$ cat src/rtl/decim_pkg.sv
// rtl/decim_pkg.sv - shared constants and helpers for the multichannel decimator
package decim_pkg;

    // Ratio in force after reset unless the instance overrides it.
    localparam int DEF_RATIO_DEFAULT = 200;

    // Clocks per input sample. Returns 0 when the division is not exact so the
    // caller's range check (>= 2) rejects the configuration at elaboration.
    function automatic int calc_sample_div(input int sys, input int mix);
        if (mix <= 0) return 0;
        if ((sys % mix) != 0) return 0;
        return sys / mix;
    endfunction

    // LSB position of channel c in a packed multichannel word.
    function automatic int ch_lsb(input int c, input int dw);
        return c * dw;
    endfunction

endpackage

$ cat src/rtl/clk_en_gen.sv
// rtl/clk_en_gen.sv - free-running prescaler producing a one-clock sample enable
// Ports:
//   clk_i   system clock
//   rstn_i  synchronous active-low reset
//   clr_i   restart the prescaler at 0 (phase realign)
//   tick_o  high for the last clock of every DIV-clock period
module clk_en_gen #(
    parameter int DIV = 20
) (
    input  logic clk_i,
    input  logic rstn_i,
    input  logic clr_i,
    output logic tick_o
);

    localparam int PW = (DIV > 1) ? $clog2(DIV) : 1;

    logic [PW-1:0] presc_q;
    logic [PW-1:0] presc_d;

    assign tick_o = (presc_q == PW'(DIV - 1));

    always_comb begin
        presc_d = presc_q + PW'(1);
        if (clr_i || tick_o) presc_d = '0;
    end

    always_ff @(posedge clk_i) begin
        if (!rstn_i) presc_q <= '0;
        else         presc_q <= presc_d;
    end

endmodule

$ cat src/rtl/decim_mc.sv
// rtl/decim_mc.sv - runtime-programmable multichannel decimator with valid/ready output
// Ports:
//   clk, rstn         system clock, synchronous active-low reset
//   en                ratio counter enable (prescaler keeps running)
//   sync              realign pulse: restart prescaler and frame, reload ratio
//   ratio             requested decimation ratio (0 and 1 both mean 1)
//   din               NCH packed signed samples, channel c at [c*DW +: DW]
//   dout, dout_valid  held decimated sample set and its valid flag
//   dout_ready        consumer accept
//   overflow, ovf_clr sticky lost-sample flag and its clear
module decim_mc
    import decim_pkg::*;
#(
    parameter int DW           = 40,
    parameter int NCH          = 2,
    parameter int SYS_CLK_FREQ = 6_400_000,
    parameter int MIXING_FREQ  = 320_000,
    parameter int RATIO_W      = 9,
    parameter int DEF_RATIO    = decim_pkg::DEF_RATIO_DEFAULT
) (
    input  logic                clk,
    input  logic                rstn,
    input  logic                en,
    input  logic                sync,
    input  logic [RATIO_W-1:0]  ratio,
    input  logic [NCH*DW-1:0]   din,
    output logic [NCH*DW-1:0]   dout,
    output logic                dout_valid,
    input  logic                dout_ready,
    output logic                overflow,
    input  logic                ovf_clr
);

    localparam int SAMPLE_DIV = calc_sample_div(SYS_CLK_FREQ, MIXING_FREQ);

    if (SAMPLE_DIV < 2) begin : g_bad_div
        $error("decim_mc: SYS_CLK_FREQ/MIXING_FREQ must be an exact integer >= 2");
    end

    logic tick;

    clk_en_gen #(
        .DIV (SAMPLE_DIV)
    ) u_clk_en_gen (
        .clk_i  (clk),
        .rstn_i (rstn),
        .clr_i  (sync),
        .tick_o (tick)
    );

    logic [RATIO_W-1:0] cnt_q,   cnt_d;
    logic [RATIO_W-1:0] r_act_q, r_act_d;
    logic [RATIO_W-1:0] r_eff;
    logic [NCH*DW-1:0]  dout_q,  dout_d;
    logic               valid_q, valid_d;
    logic               ovf_q,   ovf_d;
    logic               capture;

    // 0 and 1 both decimate by one.
    assign r_eff   = (r_act_q < RATIO_W'(2)) ? RATIO_W'(1) : r_act_q;
    // sync suppresses a coincident capture.
    assign capture = !sync && tick && en && (cnt_q == r_eff - RATIO_W'(1));

    always_comb begin
        cnt_d   = cnt_q;
        r_act_d = r_act_q;
        dout_d  = dout_q;
        valid_d = valid_q;
        ovf_d   = ovf_q;

        if (sync) begin
            cnt_d   = '0;
            r_act_d = ratio;
        end else if (tick && en) begin
            if (capture) begin
                cnt_d   = '0;
                r_act_d = ratio;
            end else begin
                cnt_d = cnt_q + RATIO_W'(1);
            end
        end

        for (int c = 0; c < NCH; c++) begin
            if (capture) dout_d[ch_lsb(c, DW) +: DW] = din[ch_lsb(c, DW) +: DW];
        end

        if (capture)                    valid_d = 1'b1;
        else if (valid_q && dout_ready) valid_d = 1'b0;

        // Set beats clear when both happen together.
        if (capture && valid_q && !dout_ready) ovf_d = 1'b1;
        else if (ovf_clr)                      ovf_d = 1'b0;
    end

    always_ff @(posedge clk) begin
        if (!rstn) begin
            cnt_q   <= '0;
            r_act_q <= RATIO_W'(DEF_RATIO);
            dout_q  <= '0;
            valid_q <= 1'b0;
            ovf_q   <= 1'b0;
        end else begin
            cnt_q   <= cnt_d;
            r_act_q <= r_act_d;
            dout_q  <= dout_d;
            valid_q <= valid_d;
            ovf_q   <= ovf_d;
        end
    end

    assign dout       = dout_q;
    assign dout_valid = valid_q;
    assign overflow   = ovf_q;

endmodule

$ cat config.mk
export PLATFORM = sky130hd
export DESIGN_NAME = decim_mc
export DESIGN_NICKNAME = d
export VERILOG_FILES = /design/src/rtl/decim_pkg.sv /design/src/rtl/clk_en_gen.sv /design/src/rtl/decim_mc.sv
export SDC_FILE = /design/constraint.sdc
export NUM_CORES = 1
export LEC_CHECK = 0
export ABC_AREA = 1
export CORE_UTILIZATION = 43
export CTS_BUF_LIST = sky130_fd_sc_hd__clkbuf_4 sky130_fd_sc_hd__clkbuf_8 sky130_fd_sc_hd__clkbuf_16
export CTS_CLUSTER_DIAMETER = 80
export DETAILED_ROUTE_END_ITERATION = 10
export HOLD_SLACK_MARGIN = 0.02
export PLACE_DENSITY = 0.8
export REMOVE_ABC_BUFFERS = 1
export SLEW_MARGIN = 20
export SYNTH_ARGS = -nofsm -noshare
export SYNTH_HDL_FRONTEND = slang
export SYNTH_SLANG_ARGS = --single-unit
$ cat constraint.sdc
create_clock -name clk -period 3.5 [get_ports clk]
set_clock_uncertainty 0.15 [all_clocks]
set_input_delay 0.7 -clock clk [delete_from_list [all_inputs] [get_ports clk]]
set_output_delay 0.7 -clock clk [all_outputs]
set_load 0.05 [all_outputs]
==> impl_metrics.csv <==
group,metric,value,unit
timing,fin_crit_sh,83.7,%
logic_synthesis,synth-edff-count,0,
layout,fill_cells,858,
power,p_per_area,355,mW/mm^2
layout,areaGrowthSynthToFinish,47.3,%
logic_synthesis,ys_top_cells_by_area,"dfxtp_1 (49%), nor2_1 (17%), o21ai_0 (7.1%)",
clock_network,cts_buffer_depth,2,
logic_synthesis,ys_seq_elements,105,
logic_synthesis,synth_ff_type,"dfxtp_1",
global_routing,track_usage,23.0,%
critical_path,slowest_stage,"dfxtp_1",
detailed_routing,drc,0,
logic_synthesis,yosysMostFrequentCell,"nor2_1",
detailed_routing,via_per_inst,4.84,
clock_network,clk_latency,0.37,ns
clock_network,post_cts_resized,0,
global_routing,grt-ovfl-total,0,
logic_synthesis,syn_avg_cell_area,7.27,sq um
timing,setup_viol,0,
power,p_int,1.71,mW
logic_synthesis,yosysWarnings,0,
layout,fin_cells,893,
placed_design,io_buffers,176,
clock_network,clockRootBuffer,"clkbuf_8",
placed_design,dpl.hpwl,8680,microns
global_routing,antenna_found_initial,0,
detailed_routing,drt_iter0_drc,199,
die,core_area,0.00973,sq mm
logic_synthesis,synth_cells,592,
clock_network,cts_buffers,9,
detailed_routing,route.vias.total,4320,
detailed_routing,drt_pass1_iterations,5,
power,pwr-share-comb,9.7,%
logic_synthesis,ys_seq_area_share,48.8,%
timing,setup_tns,0,ns
timing,fin_crit,2.93,ns
critical_path,crit_fanout,68,
timing,rsz0062_at_grt,"no",
critical_path,critical_path_required,3.65,ns
clock_network,h-tree-depth,3,
power,power.leakage,2.41,nW
placed_design,place_inst,877,
die,start_util,44.3,%
logic_synthesis,synthTopCellsByCount,"nor2_1 (199), dfxtp_1 (105), nand2_1 (64)",
critical_path,cp-start-kind,"register",
logic_synthesis,yosys.area.top_type,"dfxtp_1",
die,die-area,0.0104,sq mm
critical_path,slowest_delay,0.48,ns
global_routing,grt_pass1_wl,18500,microns
run_status,outcome,"finished clean",
logic_synthesis,synth_cell_types,29,
flow_run,drv_cap,0,
die,rows,36,
timing,max_slew_margin,61.8,%
critical_path,criticalPathCategory,"reg -> reg",
timing,finalHoldViolations,0,
die,io_pins,177,
logic_synthesis,netlist_area,0.00431,sq mm
placed_design,place_congestion,0.911,
logic_synthesis,async_flop_share,0,%
critical_path,crit_arrival,3.07,ns
power,clockPowerShare,36.4,%
clock_network,cts.sinks,105,
layout,diodes,0,
global_routing,grt_pass1_vias,4051,
hold_path,hold_path.class,"reg -> reg",
critical_path,crit_chain,"nor2_2 > nand2_1 > nor2_1 > nor2_2 > ha_1 > nand2_1 > nor2_1 > nand2_1 > nand2_1 > nand3_1 > nand2_1 > inv_1 > nand2_1 > nor2_4 > nand2_4 > buf_12 > nand2_1 > nor3_1",
layout,drive_above_1_share,4.87,%
power,p_seq_share,53.9,%
clock_network,clkTransAtPathRegs,0.10,ns
detailed_routing,wire_per_inst,13.2,microns
die,fp.dieH,102,microns
power,switching_power,0.537,mW
power,ir_worst_vdd,0.000312,V
clock_network,holdBufCountCts,0,
power,swShare,23.9,%
critical_path,end_kind,"register",
timing,clock.fmax,341,MHz
timing,maxSlewViolCount,0,
detailed_routing,ant_nets,0,
die,fp.dieW,102,microns
timing,worstMarginPinSlew,0.571,ns
logic_synthesis,synth_top_area_share,48.8,%
clock_network,cts_tree,"done",
global_routing,grt_max_degree,82,
critical_path,cpMostUsedCell,"nand2_1",
clock_network,cts_setup_buffers,0,
power,power,2.25,mW
layout,layout.nets,853,
detailed_routing,finalWirelength,11800,microns
## power by group through the flow
stage | combinational (mW) | clock, mW | sequential, mW
floorplan | 0.0835 | 0 | 1.24
global placement | 0.212 | 0 | 1.24
detailed placement | 0.217 | 0 | 1.24
CTS | 0.218 | 0.846 | 1.21
global route | 0.241 | 0.886 | 1.21
finish | 0.218 | 0.819 | 1.21
## layout make-up
type	count	area, sq um	share of cell area (%)
inverter	36	135	2.13
timing repair buffer	181	1820	28.7
sequential	105	2100	33.1
clock inverter	5	67.6	1.07
tap	133	166	2.62
multi-input combinational	422	1900	30.0
clock buffer	11	151	2.39
## state kept, by name, indices dropped and copies added (netlist names)
signal and cells:
dout 80, cnt_q 9, r_act_q 9, u_clk_en_gen.presc_q 5, dout_valid 1, overflow 1
## critical path, delay by kind of cell, from the launching register on
family | cells | cell delay, ns
and+or+nand+nor | 15 | 1.60
DFF | 1 | 0.48
buffers and inverters | 2 | 0.30
adders and majority gates | 1 | 0.29
## final timing paths
kind	end	slack, ns	cells after the start	startpoint
min reg2reg	u_clk_en_gen.presc_q[0]	0.30	1	u_clk_en_gen.presc_q[0]
max	cnt_q[7]	0.57	18	r_act_q[2]
min	u_clk_en_gen.presc_q[0]	0.30	1	u_clk_en_gen.presc_q[0]
max reg2reg	cnt_q[7]	0.57	18	r_act_q[2]
## layout by cell type, fill, tap and decap left out, drive strengths merged
| cell type | count |
|---|---|
| a21oi | 13 |
| a31oi | 1 |
| and2 | 1 |
| buf | 6 |
| bufinv | 1 |
| clkbuf | 11 |
| clkdlybuf4s50 | 175 |
| clkinv | 2 |
| dfxtp | 105 |
| ha | 3 |
| inv | 38 |
| nand2 | 65 |
| nand3 | 33 |
| nand4 | 4 |
| nor2 | 202 |
| nor3 | 6 |
| nor3b | 1 |
| o211ai | 2 |
| o21ai | 82 |
| or2 | 1 |
| xnor2 | 3 |
| xor2 | 5 |
## cells by family after synthesis
group,count (synthesis),share of synthesized area [%]
compound gates,98,12.1
simple gates,313,29.6
fa+ha+maj,3,0.872
buf+inv,65,7.06
flops,105,48.8
xor+xnor,8,1.63
## metrics by stage
| stage | cell area, sq um | setup slack [ns] | util [%] | hold WS, ns |
|---|---|---|---|---|
| after floorplan | 4140 | 0.312 | - | 0.268 |
| after global placement | 6120 | 0.703 | 62.9 | 0.281 |
| after detailed placement | 6120 | 0.602 | 62.9 | 0.289 |
| after CTS | 6340 | 0.597 | 65.2 | 0.306 |
| after global routing | 6340 | 0.273 | 65.2 | 0.334 |
| final | 6340 | 0.571 | 65.2 | 0.300 |
## metal layers
layer,global-route usage [%],share of wire [%],up-vias
met4,7.91,1.8,0
li1,-,-,2207
met1,24.4,40,1966
met2,39.6,50,127
met3,11.4,8.4,20
met5,0,0,-
Power figures use the tool's default switching activity.
